## src/rtl/spi_req_arbiter_if.sv

```systemverilog
// spi_req_arbiter_if: requester, controller and status signals of the
// two-port SPI request arbiter. The slave modport is the arbiter's view.
// The master modport is the view of the surrounding environment.
interface spi_req_arbiter_if;
    logic [1:0][31:0] req_data_i;
    logic [1:0]       req_vld_i;
    logic [1:0]       req_rdy_o;
    logic [31:0]      resp_data_o;
    logic [1:0]       resp_vld_o;
    logic [1:0]       resp_rdy_i;
    logic [1:0]       req_err_o;
    logic [31:0]      m_tx_data_o;
    logic             m_tx_vld_o;
    logic             m_tx_rdy_i;
    logic [31:0]      m_rx_data_i;
    logic             m_rx_vld_i;
    logic             m_rx_rdy_o;
    logic             m_eot_i;
    logic             busy_o;
    logic             owner_o;
    logic             wdt_o;

    modport slave (
        input  req_data_i, req_vld_i, resp_rdy_i,
        input  m_tx_rdy_i, m_rx_data_i, m_rx_vld_i, m_eot_i,
        output req_rdy_o, resp_data_o, resp_vld_o, req_err_o,
        output m_tx_data_o, m_tx_vld_o, m_rx_rdy_o,
        output busy_o, owner_o, wdt_o
    );

    modport master (
        output req_data_i, req_vld_i, resp_rdy_i,
        output m_tx_rdy_i, m_rx_data_i, m_rx_vld_i, m_eot_i,
        input  req_rdy_o, resp_data_o, resp_vld_o, req_err_o,
        input  m_tx_data_o, m_tx_vld_o, m_rx_rdy_o,
        input  busy_o, owner_o, wdt_o
    );
endinterface

```

## src/rtl/spi_req_arbiter.sv

```systemverilog
// spi_req_arbiter: shares one SPI master controller between two requesters.
// The grant is held from issue until end-of-transmit. Read data is routed
// to the owner. Bad commands are rejected locally.
// The eot watchdog is WDT_CYCLES cycles; a value of 0 disables it.
// Build option: define SPI_ARB_RR_EN for round-robin arbitration.
// The default build uses fixed priority, with requester 0 winning.
module spi_req_arbiter #(
    parameter logic [15:0] WDT_CYCLES = 16'd65535
) (
    input  logic             clk_i,
    input  logic             rst_n_i,
    spi_req_arbiter_if.slave bus
);
    localparam logic [1:0] S_IDLE  = 2'd0;
    localparam logic [1:0] S_ISSUE = 2'd1;
    localparam logic [1:0] S_WAIT  = 2'd2;
    localparam logic [1:0] S_DRAIN = 2'd3;

    logic [1:0]  state_q, state_d;
    logic [31:0] req_q, req_d;
    logic        owner_q, owner_d;
    logic [1:0]  err_q, err_d;
    logic [15:0] cnt_q, cnt_d;
    logic        winner;
    logic        any_req;
    logic        rx_route;
    logic        wdt_hit;
    logic [3:0]  win_cmd;
`ifdef SPI_ARB_RR_EN
    logic        ptr_q, ptr_d;
`endif

    // Arbitration: pick a winner among the asserted requests
    always_comb begin
        any_req = |bus.req_vld_i;
`ifdef SPI_ARB_RR_EN
        winner  = (&bus.req_vld_i) ? ptr_q : bus.req_vld_i[1];
`else
        winner  = ~bus.req_vld_i[0];
`endif
        win_cmd = bus.req_data_i[winner][31:28];
    end

    // Output decode: tx drive, read-data routing and status
    always_comb begin
        rx_route         = (state_q == S_WAIT) || (state_q == S_DRAIN);
        wdt_hit          = (state_q == S_WAIT) && (WDT_CYCLES != 16'd0) &&
                           (cnt_q == WDT_CYCLES) && !bus.m_eot_i;
        bus.req_rdy_o    = 2'b00;
        if (state_q == S_IDLE && any_req)
            bus.req_rdy_o = winner ? 2'b10 : 2'b01;
        bus.m_tx_vld_o   = (state_q == S_ISSUE);
        bus.m_tx_data_o  = req_q;
        bus.m_rx_rdy_o   = rx_route ? bus.resp_rdy_i[owner_q] : 1'b1;
        bus.resp_vld_o   = 2'b00;
        if (rx_route && bus.m_rx_vld_i)
            bus.resp_vld_o = owner_q ? 2'b10 : 2'b01;
        bus.resp_data_o  = rx_route ? bus.m_rx_data_i : 32'd0;
        bus.req_err_o    = err_q;
        bus.busy_o       = (state_q != S_IDLE);
        bus.owner_o      = owner_q;
        bus.wdt_o        = wdt_hit;
    end

    // Next-state logic for state, captured request, owner, error and watchdog
    always_comb begin
        state_d = state_q;
        req_d   = req_q;
        owner_d = owner_q;
        err_d   = 2'b00;
        cnt_d   = cnt_q;
`ifdef SPI_ARB_RR_EN
        ptr_d   = ptr_q;
`endif
        case (state_q)
            S_IDLE: begin
                if (any_req) begin
                    req_d   = bus.req_data_i[winner];
                    owner_d = winner;
`ifdef SPI_ARB_RR_EN
                    ptr_d   = ~winner;
`endif
                    if (win_cmd == 4'hA || win_cmd == 4'hB)
                        state_d = S_ISSUE;
                    else
                        err_d = winner ? 2'b10 : 2'b01;
                end
            end
            S_ISSUE: begin
                if (bus.m_tx_rdy_i) begin
                    state_d = S_WAIT;
                    cnt_d   = 16'd0;
                end
            end
            S_WAIT: begin
                cnt_d = cnt_q + 16'd1;
                if (bus.m_eot_i)
                    state_d = (bus.m_rx_vld_i && !bus.m_rx_rdy_o) ? S_DRAIN : S_IDLE;
                else if (wdt_hit)
                    state_d = S_IDLE;
            end
            default: begin
                if (!bus.m_rx_vld_i)
                    state_d = S_IDLE;
            end
        endcase
    end

    // State registers; reset returns to IDLE immediately
    always_ff @(posedge clk_i or negedge rst_n_i) begin
        if (!rst_n_i) begin
            state_q <= S_IDLE;
            req_q   <= 32'd0;
            owner_q <= 1'b0;
            err_q   <= 2'b00;
            cnt_q   <= 16'd0;
        end else begin
            state_q <= state_d;
            req_q   <= req_d;
            owner_q <= owner_d;
            err_q   <= err_d;
            cnt_q   <= cnt_d;
        end
    end

`ifdef SPI_ARB_RR_EN
    // Round-robin pointer: favours the requester not granted last
    always_ff @(posedge clk_i or negedge rst_n_i) begin
        if (!rst_n_i) ptr_q <= 1'b0;
        else          ptr_q <= ptr_d;
    end
`endif
endmodule

```

## src/flat_wrapper.sv

```systemverilog
// flat-port wrapper written by rule: the top's interface ports become plain ports
module spi_req_arbiter_flat 
#(
    parameter logic [15:0] WDT_CYCLES = 16'd65535
)
  (clk_i, rst_n_i, bus_req_data_i, bus_req_vld_i, bus_resp_rdy_i, bus_m_tx_rdy_i, bus_m_rx_data_i, bus_m_rx_vld_i, bus_m_eot_i, bus_req_rdy_o, bus_resp_data_o, bus_resp_vld_o, bus_req_err_o, bus_m_tx_data_o, bus_m_tx_vld_o, bus_m_rx_rdy_o, bus_busy_o, bus_owner_o, bus_wdt_o);
  spi_req_arbiter_if bus_i ();
  input  logic clk_i;
  input  logic rst_n_i;
  input wire logic [$bits(bus_i.req_data_i)-1:0] bus_req_data_i;
  input wire logic [$bits(bus_i.req_vld_i)-1:0] bus_req_vld_i;
  input wire logic [$bits(bus_i.resp_rdy_i)-1:0] bus_resp_rdy_i;
  input wire logic [$bits(bus_i.m_tx_rdy_i)-1:0] bus_m_tx_rdy_i;
  input wire logic [$bits(bus_i.m_rx_data_i)-1:0] bus_m_rx_data_i;
  input wire logic [$bits(bus_i.m_rx_vld_i)-1:0] bus_m_rx_vld_i;
  input wire logic [$bits(bus_i.m_eot_i)-1:0] bus_m_eot_i;
  output wire logic [$bits(bus_i.req_rdy_o)-1:0] bus_req_rdy_o;
  output wire logic [$bits(bus_i.resp_data_o)-1:0] bus_resp_data_o;
  output wire logic [$bits(bus_i.resp_vld_o)-1:0] bus_resp_vld_o;
  output wire logic [$bits(bus_i.req_err_o)-1:0] bus_req_err_o;
  output wire logic [$bits(bus_i.m_tx_data_o)-1:0] bus_m_tx_data_o;
  output wire logic [$bits(bus_i.m_tx_vld_o)-1:0] bus_m_tx_vld_o;
  output wire logic [$bits(bus_i.m_rx_rdy_o)-1:0] bus_m_rx_rdy_o;
  output wire logic [$bits(bus_i.busy_o)-1:0] bus_busy_o;
  output wire logic [$bits(bus_i.owner_o)-1:0] bus_owner_o;
  output wire logic [$bits(bus_i.wdt_o)-1:0] bus_wdt_o;
  assign bus_i.req_data_i = bus_req_data_i;
  assign bus_i.req_vld_i = bus_req_vld_i;
  assign bus_i.resp_rdy_i = bus_resp_rdy_i;
  assign bus_i.m_tx_rdy_i = bus_m_tx_rdy_i;
  assign bus_i.m_rx_data_i = bus_m_rx_data_i;
  assign bus_i.m_rx_vld_i = bus_m_rx_vld_i;
  assign bus_i.m_eot_i = bus_m_eot_i;
  assign bus_req_rdy_o = bus_i.req_rdy_o;
  assign bus_resp_data_o = bus_i.resp_data_o;
  assign bus_resp_vld_o = bus_i.resp_vld_o;
  assign bus_req_err_o = bus_i.req_err_o;
  assign bus_m_tx_data_o = bus_i.m_tx_data_o;
  assign bus_m_tx_vld_o = bus_i.m_tx_vld_o;
  assign bus_m_rx_rdy_o = bus_i.m_rx_rdy_o;
  assign bus_busy_o = bus_i.busy_o;
  assign bus_owner_o = bus_i.owner_o;
  assign bus_wdt_o = bus_i.wdt_o;
  spi_req_arbiter #(.WDT_CYCLES(WDT_CYCLES)) u_core (.clk_i(clk_i), .rst_n_i(rst_n_i), .bus(bus_i));
endmodule
```

## config.mk

```make
export PLATFORM = sky130hd
export DESIGN_NAME = spi_req_arbiter_flat
export DESIGN_NICKNAME = d
export VERILOG_FILES = /design/src/rtl/spi_req_arbiter_if.sv /design/src/rtl/spi_req_arbiter.sv /design/src/flat_wrapper.sv
export SDC_FILE = /design/constraint.sdc
export NUM_CORES = 1
export LEC_CHECK = 0
export CORE_AREA = 10 10 103 105
export CTS_BUF_LIST = sky130_fd_sc_hd__clkbuf_4
export DETAILED_ROUTE_END_ITERATION = 6
export DIE_AREA = 0 0 113 115
export MAX_ROUTING_LAYER = met4
export PLACE_DENSITY = 0.79
export SYNTH_ARGS = -nofsm -noshare
export SYNTH_HDL_FRONTEND = slang
export SYNTH_SLANG_ARGS = --single-unit
```

## constraint.sdc

```tcl
create_clock -name clk_i -period 1.9 [get_ports clk_i]
set_clock_uncertainty 0.05 [all_clocks]
set_input_delay 0.19 -clock clk_i [delete_from_list [all_inputs] [get_ports clk_i]]
set_output_delay 0.19 -clock clk_i [all_outputs]
set_load 0.01 [all_outputs]
```

---- Yosys cells after proc, flatten, opt, wreduce, memory -nomap -nowiden ----
Index checks and enable logic that the tools add are counted.
word-level totals
  bits in registers ....................... 53
  word-level logic and storage cells ...... 59
  ROM bits ................................ 0
  RAM bits ................................ 0
  memories kept ........................... 0
  bits of input ports ..................... 105
  bits in latches ......................... 0
  output and inout port bits .............. 75
cells by class
  divide/modulo/power cells ............... 0
  reductions and logical operators ........ 16
  bitwise gates (word level) .............. 1
  magnitude comparators ................... 2
  add/sub/neg operators ................... 1
  equal/unequal tests ..................... 11
  multipliers ............................. 0
  mux-type cells .......................... 23
  shifts and indexed selects .............. 0
operators by type and width
  operator                 number
  $mux W32                 3
  $pmux W16 S2             1
  $mux W2                  14
  $add A16 B1 Y16 const B  1
  $eq A16 B16 Y1 const B   1
  $mux W16                 1
  $eq A4 B4 Y1 const B     2
  $pmux W2 S3              1
  $logic_and A1 B1 Y1      5
  $reduce_and A5 Y1        1
  $eq A2 B2 Y1 const B     2
  $lt A1 B2 Y1 const B     2
  $ne A2 B2 Y1 const B     2
  $ne A4 B1 Y1 const B     1
  $reduce_and A2 Y1        2
  $reduce_bool A2 Y1       2
  $mux W1                  3
  $ne A3 B3 Y1 const B     1
  $eq A2 B1 Y1 const B     1
  $logic_not A1 Y1         2
  $logic_not A2 Y1         1
  $logic_or A1 B1 Y1       2
  $ne A2 B1 Y1 const B     1
  $reduce_or A2 Y1         1
  $not A1 Y1               1

---- Depth between registers and ports, before layout ----
Gate-level depths: netlist (run 1).
  depth in word-level cells ............... 8
  gate-level depth with buffers ........... 8
  mapped depth without buffers ............ 6

---- Least setup slack after synthesis (run 1) ----
Ideal clock, no wire load.
  kind .................................... register -> register
  start ................................... register u_core.state_q[1]
  end ..................................... register u_core.cnt_q[11]
  library setup time ...................... 0.078 ns
  clock period less this slack ............ 1.914 ns
  data arrival time ....................... 1.786 ns
  cell stages (with the launch flop) ...... 9
  buffers on the path ..................... 2
  required time ........................... 1.772 ns
  slack ................................... -0.014 ns
  cell sequence ........................... dfrtp_1 inv_1 ha_1 nand2b_1 clkbuf_1 nand4_1 clkbuf_1 or3_2 a21oi_1
between the ends
  cells in the longest elaborated chain, start to end .. 3
  elaborated cells between the ends (all ways) .. 6
  classes of those cells .................. eq/ne: 3; mux: 1; reduce/logical: 2
RTL lines
  item                                                                        RTL line                text
  start, declared                                                             spi_req_arbiter.sv:19   logic [1:0] state_q, state_d;
  start signal, assigned                                                      spi_req_arbiter.sv:118  state_q <= state_d;
  $eq A2 B1 Y1 *                                                              n/a
  net bus_m_tx_vld_o                                                          flat_wrapper.sv:22      output wire logic [$bits(bus_i.m_tx_vld_o)-1:0] bus_m_tx_vld_o;
  $ne A2 B2 Y1 (no source line) / $reduce_bool A2 Y1 (equally long branches)  n/a
  $reduce_and A2 Y1 (no source line)                                          n/a
  end signal, assigned                                                        spi_req_arbiter.sv:122  cnt_q <= cnt_d;
  end, declared                                                               spi_req_arbiter.sv:23   logic [15:0] cnt_q, cnt_d;
Mark *: on every way through the listed nets, which the timed path passes. The rest lies on a longest branch.
A chain may end at the register's enable or synchronous reset.

---- Worst setup path in the final report (run 1) ----
  start ................................... register u_core.state_q[1]
  end ..................................... output bus_resp_data_o[1]
between the ends
  cells in the longest elaborated chain, start to end .. 3
  elaborated cells between the ends (all ways) .. 4
  classes of those cells .................. eq/ne: 2; mux: 1; reduce/logical: 1
RTL lines
  item                  RTL line               text
  $eq A2 B2 Y1          spi_req_arbiter.sv:46  rx_route = (state_q == S_WAIT) || (state_q == S_DRAIN);
  $logic_or A1 B1 Y1 *  spi_req_arbiter.sv:46
  $mux W32 *            spi_req_arbiter.sv:58  bus.resp_data_o = rx_route ? bus.m_rx_data_i : 32'd0;
  end, declared         flat_wrapper.sv:18     output wire logic [$bits(bus_i.resp_data_o)-1:0] bus_resp_data_o;
Mark *: on every way between the ends. The rest lies on a longest branch, timed or not.

==> results_dict.tcl, run 1 <==
set metrics [dict create \
    routabilityCongestion 0.877 \
    path_clk_slew_ps 170 \
    antenna_found_initial 0 \
    synth_area_per_cell_um2 9.35 \
    synthTopCellsByArea "dfrtp_1, mux2i_1, o21ai_0" \
    critPathLaunchType "flop" \
    nets 624 \
    slowest_stage "dfrtp_1" \
    dp_cells 599 \
    drtPass1Iterations 4 \
    holdWs_ps 126 \
    design.portCount 180 \
    die_x_um 113 \
    antennaDiodeCount 0 \
    remaining_drc_errors 0 \
    status "complete, but fails checks" \
    numCtsBuffers 5 \
    drtAntennaViolNets 0 \
    slew_violations 0 \
    slew_headroom 0.710 \
    port_buffers 179 \
    avgRoutedWirePerCell_um 18.2 \
    rsz0062_at_grt "true" \
    wl_mm 11.3 \
    max-vdd-ir-drop_uv 613 \
    power.total_mw 6.10 \
    cts_root_buf "clkbuf_4" \
    grt-ovfl-total 0 \
    track_usage 0.167 \
    combPwrFrac 0.631 \
    layout_setup_ws_ps -124 \
    ys_warn_count 0 \
    drive_gt1_frac 0.229 \
    syn-instance-count 306 \
    ys_ff_latch 53 \
    period_share 1.07 \
    p_per_area_mw_per_mm2 1190 \
    crit_family "buffers and inverters" \
    critPathBufInv 5 \
    p_int_mw 3.65 \
    area_growth_pct 80.0 \
    synth.top_cell.area_share 0.463 \
    grt_pass1_wl_mm 17.2 \
    worst_ep_required_time_ps 1660 \
    violations "negative setup slack" \
    yosysTopAreaCell "dfrtp_1" \
    dp_hpwl_mm 8.88 \
    via_per_inst 4.86 \
    hold_path_class "input port to flop" \
    clock_latency_ps 370 \
    setup_viol_count_final 21 \
    htreeDepth 2 \
    critPathKind "flop to primary output" \
    p_clk_frac 0.084 \
    p_seq_frac 0.286 \
    cts_buffer_depth 2 \
    die_h_um 115 \
    initial_core_util 0.335 \
    crit_chain "buf_6 > ha_4 > nor2_4 > buf_12 > buf_16 > buf_6 > nor2b_1 > buf_2" \
    tritoncts "done" \
    grt_max_degree 54 \
    cp_common_cell "buf_6" \
    crit_path_max_incr_delay_ps 450 \
    synth.cell_area_mm2 0.00286 \
    worst_slew_pin_slew_ps 430 \
    crit_fanout 6 \
    core_area_mm2 0.00855 \
    die_area_mm2 0.0130 \
    switchingPower_mw 2.45 \
    syn-num-nets 416 \
    final_cells 623 \
    vias 3029 \
    ys_seq_area_frac 0.463 \
    grt_pass1_vias 3286 \
    hold_viol 0 \
    fmax_mhz 494 \
    worstSetupEndpointType "primary output" \
    clkSinkCount 53 \
    cp.arrival_ps 1780 \
    drtIter0Drc 122 \
    cellLeakagePower_nw 2.30 \
    rows 34 \
    drv_cap 0 \
    post-route-min-period_ps 2020 \
    fill_cells 725 \
    swShare 0.402 \
    synth_cell_type_count 35 \
]
synthesized netlist by cell type:
| library cell | count |
|---|---|
| a21oi_1 | 12 |
| a22o_1 | 1 |
| and2_1 | 1 |
| and3_1 | 3 |
| and4_2 | 1 |
| and4b_1 | 1 |
| buf_1 | 1 |
| buf_2 | 3 |
| clkbuf_1 | 14 |
| clkbuf_2 | 1 |
| dfrtp_1 | 53 |
| ha_1 | 5 |
| inv_1 | 7 |
| mux2_2 | 2 |
| mux2i_1 | 35 |
| nand2_1 | 42 |
| nand2b_1 | 3 |
| nand3_1 | 5 |
| nand4_1 | 7 |
| nand4b_1 | 2 |
| nor2_1 | 7 |
| nor2b_1 | 34 |
| nor3_1 | 1 |
| nor3b_1 | 2 |
| nor4_1 | 1 |
| o2111ai_1 | 1 |
| o21ai_0 | 44 |
| o311ai_0 | 1 |
| o31ai_1 | 3 |
| or2_0 | 1 |
| or3_1 | 4 |
| or3_2 | 2 |
| or4_1 | 3 |
| xnor2_1 | 1 |
| xor2_1 | 2 |
registers in the layout (all words and copies together) (netlist names):
register,cells
u_core.cnt_q,16
u_core.bus.owner_o,1
u_core.bus.m_tx_data_o,32
u_core.state_q,2
u_core.bus.req_err_o,2
placed cells by master (no fill, tap or decap), drive strengths merged, types with 2 or more instances in the layout:
cell type      count
clkdlybuf4s50    137
buf               79
dfrtp             53
o21ai             44
nand2             42
mux2i             35
nor2b             34
a21oi             12
inv                8
nand4              7
nor2               7
clkbuf             6
or3                6
nand3              5
ha                 5
and3               3
o31ai              3
nand2b             3
or4                3
nand4b             2
xor2               2
mux2               2
clkinv             2
nor3b              2
metrics by stage:
stage / util / setup slack (ps) / area [um2] / setup TNS [ps]
finish: 0.602 / -124 / 5150 / -1070
global route: 0.602 / -193 / 5150 / -3940
CTS: 0.589 / -149 / 5030 / -2400
detailed placement: 0.576 / -175 / 4930 / -768
global placement: 0.576 / -170 / 4930 / -170
floorplan: - / 62.9 / 2860 / 0
power by group through the flow:
stage / sequential [mW] / clock [mW] / combinational, mW
final: 1.74 / 0.512 / 3.85
after global routing: 1.80 / 0.568 / 4.16
after CTS: 1.74 / 0.524 / 3.71
after detailed placement: 1.76 / 0 / 3.43
after global placement: 1.74 / 0 / 3.35
after floorplan: 1.91 / 0 / 1.22
path summary, 6_finish.rpt:
path / start / endpoint / slack [ps] / cells after the start
max: u_core.state_q[1]$_DFFE_PN0P_ / bus_resp_data_o[1] / -120 / 8
min: bus_req_vld_i[0] / u_core.bus.req_err_o[1]$_DFF_PN0_ / 130 / 2
max reg2reg: u_core.state_q[0]$_DFFE_PN0P_ / u_core.cnt_q[13]$_DFFE_PN0P_ / -40 / 7
min reg2reg: u_core.bus.m_tx_data_o[23]$_DFFE_PN0P_ / u_core.bus.m_tx_data_o[23]$_DFFE_PN0P_ / 450 / 2
max in group asynchronous: rst_n_i / u_core.cnt_q[12]$_DFFE_PN0P_ / 1280 / 3
min in group asynchronous: rst_n_i / u_core.cnt_q[13]$_DFFE_PN0P_ / 280 / 3
layer usage:
layer	GRT usage	wire length [um]	vias to the layer above
met5	-	0	-
li1	-	-	1479
met3	0.0417	559	10
met1	0.193	4550	1448
met4	0.0347	146	0
met2	0.287	6060	92
area by class of cell:
class | instances | area, um2 | area share
clock inverter | 3 | 16.3 | 0.00316
sequential | 53 | 1330 | 0.258
multi-input combinational | 227 | 1590 | 0.309
tap | 108 | 135 | 0.0262
timing repair buffer | 220 | 2020 | 0.392
clock buffer | 5 | 37.5 | 0.00729
inverter | 7 | 26.3 | 0.00510
kinds of logic (layout without fill, tap and decap cells):
group	after synthesis	count (layout)	synth area share
xor+xnor	3	3	0.00918
buf+inv	26	235	0.0359
fa+ha+maj	5	5	0.0219
compound gates	62	62	0.115
simple gates	120	120	0.224
mux	37	37	0.130
flops	53	53	0.463
what timing repair did:
| action | in CTS | in global routing |
|---|---|---|
| endpoints found under the hold margin | 53 | 0 |
| gates cloned | 2 | 1 |
| gates resized for setup | 171 | 38 |
| setup endpoints to repair | 44 | 51 |
| hold buffers | 1 | 0 |
| pin swaps | 3 | 16 |
| buffers inserted | 11 | 4 |
Power figures use the tool's default switching activity.
==> run 2: changes to the inputs <==
--- a/config.mk
+++ b/config.mk
@@ -5,12 +5,11 @@
 export SDC_FILE = /design/constraint.sdc
 export NUM_CORES = 1
 export LEC_CHECK = 0
-export CORE_AREA = 10 10 103 105
-export CTS_BUF_LIST = sky130_fd_sc_hd__clkbuf_4
+export CORE_AREA = 10 10 105 107
 export DETAILED_ROUTE_END_ITERATION = 6
-export DIE_AREA = 0 0 113 115
+export DIE_AREA = 0 0 115 117
 export MAX_ROUTING_LAYER = met4
-export PLACE_DENSITY = 0.79
+export PLACE_DENSITY = 0.76
 export SYNTH_ARGS = -nofsm -noshare
 export SYNTH_HDL_FRONTEND = slang
 export SYNTH_SLANG_ARGS = --single-unit
==> results_dict.tcl, run 2 (synthesis results as in run 1) <==
set metrics [dict create \
    status "complete, but fails checks" \
    violations "negative setup slack" \
    grt_max_degree 42 \
    p_per_area_mw_per_mm2 1210 \
    worstSetupEndpointType "flop" \
    routabilityCongestion 0.826 \
    htreeDepth 2 \
    setup_viol_count_final 9 \
    drv_cap 0 \
    period_share 1.03 \
    grt-ovfl-total 0 \
    max-vdd-ir-drop_uv 587 \
    area_growth_pct 83.5 \
    design.portCount 180 \
    cts_buffer_depth 2 \
    hold_path_class "input port to flop" \
    crit_fanout 6 \
    worst_slew_pin_slew_ps 608 \
    drive_gt1_frac 0.233 \
    fmax_mhz 509 \
    drtPass1Iterations 4 \
    crit_path_max_incr_delay_ps 420 \
    port_buffers 179 \
    hold_viol 0 \
    die_area_mm2 0.0135 \
    rows 35 \
    rsz0062_at_grt "true" \
    antennaDiodeCount 0 \
    p_int_mw 3.89 \
    via_per_inst 4.77 \
    crit_chain "buf_4 > clkinvlp_4 > ha_4 > nand4_1 > buf_6 > or3_2 > a21oi_2" \
    cts_root_buf "clkbuf_8" \
    combPwrFrac 0.623 \
    grt_pass1_vias 3049 \
    fin_setup_tns_ps -189 \
    track_usage 0.157 \
    clkSinkCount 53 \
    seq_area_mm2 0.00133 \
    slew_violations 0 \
    initial_core_util 0.317 \
    largest_reg_flops 32 \
    final_cells 634 \
    post-route-min-period_ps 1960 \
    p_seq_frac 0.276 \
    clock_latency_ps 300 \
    numCtsBuffers 5 \
    dp_hpwl_mm 8.95 \
    layout_setup_ws_ps -63.8 \
    swShare 0.389 \
    critPathLaunchType "flop" \
    power.total_mw 6.37 \
    path_clk_slew_ps 100 \
    layout_commonest_cell "clkdlybuf4s50_1" \
    final_cell_mix "clkdlybuf4s50_1, dfrtp_1, nand2_1, o21ai_0, buf_2" \
    wl_mm 11.3 \
    nets 632 \
    avgRoutedWirePerCell_um 17.9 \
    slew_headroom 0.594 \
    critPathKind "flop to flop" \
    drtAntennaViolNets 0 \
    grt_pass1_wl_mm 16.2 \
    remaining_drc_errors 0 \
    fill_cells 801 \
    cellLeakagePower_nw 2.35 \
    multi_input_area_mm2 0.00157 \
    slowest_stage "or3_2" \
    cp.arrival_ps 2150 \
    p_clk_frac 0.101 \
    tritoncts "done" \
    switchingPower_mw 2.48 \
    worst_ep_required_time_ps 2090 \
    drtIter0Drc 110 \
    die_h_um 117 \
    dp_cells 611 \
    core_area_mm2 0.00902 \
    die_x_um 115 \
    antenna_found_initial 0 \
    vias 3027 \
]
## run 2: power by group through the flow
stage / sequential (mW) / clock (mW) / combinational [mW]
finish: 1.76 / 0.641 / 3.97
detailed placement: 1.77 / 0 / 3.49
global route: 1.81 / 0.692 / 4.30
CTS: 1.75 / 0.658 / 3.63
floorplan: 1.91 / 0 / 1.22
global placement: 1.75 / 0 / 3.42
## run 2: worst max-delay path: cells and delay by family, from the launching register on
| kind | cells | cell delay [ps] |
|---|---|---|
| and+or+nand+nor | 2 | 540 |
| AOI/OAI and AO/OA | 1 | 130 |
| adders and majority gates | 1 | 320 |
| buffers and inverters | 3 | 450 |
| DFF | 1 | 400 |
## run 2: layout make-up
cell class              count  share of cell area
repair buffers            228               0.400
multi-input cells         227               0.299
flip-flops and latches     53               0.253
well taps                 111              0.0264
clock buffers               7              0.0145
inverters                   7             0.00572
clock inverters             1             0.00143
## run 2: path summary, 6_finish.rpt
kind,to,from,depth (start not counted),slack [ps]
max reg2reg,u_core.cnt_q[5]$_DFFE_PN0P_,u_core.state_q[1]$_DFFE_PN0P_,7,-60
min,u_core.bus.req_err_o[1]$_DFF_PN0_,bus_req_vld_i[0],2,140
min reg2reg,u_core.bus.m_tx_data_o[28]$_DFFE_PN0P_,u_core.bus.m_tx_data_o[28]$_DFFE_PN0P_,2,440
max,u_core.cnt_q[5]$_DFFE_PN0P_,u_core.state_q[1]$_DFFE_PN0P_,7,-60
min in group asynchronous,u_core.cnt_q[15]$_DFFE_PN0P_,rst_n_i,2,390
max in group asynchronous,u_core.bus.m_tx_data_o[8]$_DFFE_PN0P_,rst_n_i,3,840
## run 2: what timing repair did
item | 4_1_cts | 5_1_grt
endpoints found under the hold margin | 23 | 0
setup endpoints to repair | 39 | 39
buffers inserted | 5 | 5
hold buffers | 1 | 0
cloned | 1 | 3
gates resized for setup | 162 | 33
pin swaps | 1 | 14
## run 2: through the flow
| stage | utilization | hold slack (ps) | instance area [um2] | setup WS [ps] |
|---|---|---|---|---|
| final | 0.582 | 145 | 5250 | -63.8 |
| after global routing | 0.582 | 143 | 5250 | -132 |
| after CTS | 0.562 | 134 | 5070 | -55.0 |
| after detailed placement | 0.553 | 190 | 4990 | -60.8 |
| after global placement | 0.553 | 171 | 4990 | 14.1 |
| after floorplan | - | -156 | 2860 | 62.9 |
## run 2: layer usage
metal  part of all wire  GRT usage  vias up
li1                   -          -     1491
met1               0.40      0.185     1419
met2               0.52      0.253      104
met3              0.066     0.0499       13
met4              0.016     0.0413        0
met5                  0          -        -
==> run 3: changes to the inputs <==
--- a/config.mk
+++ b/config.mk
@@ -10,6 +10,7 @@
 export DIE_AREA = 0 0 115 117
 export MAX_ROUTING_LAYER = met4
 export PLACE_DENSITY = 0.76
+export SLEW_MARGIN = 20
 export SYNTH_ARGS = -nofsm -noshare
 export SYNTH_HDL_FRONTEND = slang
 export SYNTH_SLANG_ARGS = --single-unit
==> results of run 3 <==
The final DEF is identical to that of run 2; final timing and power are the same.
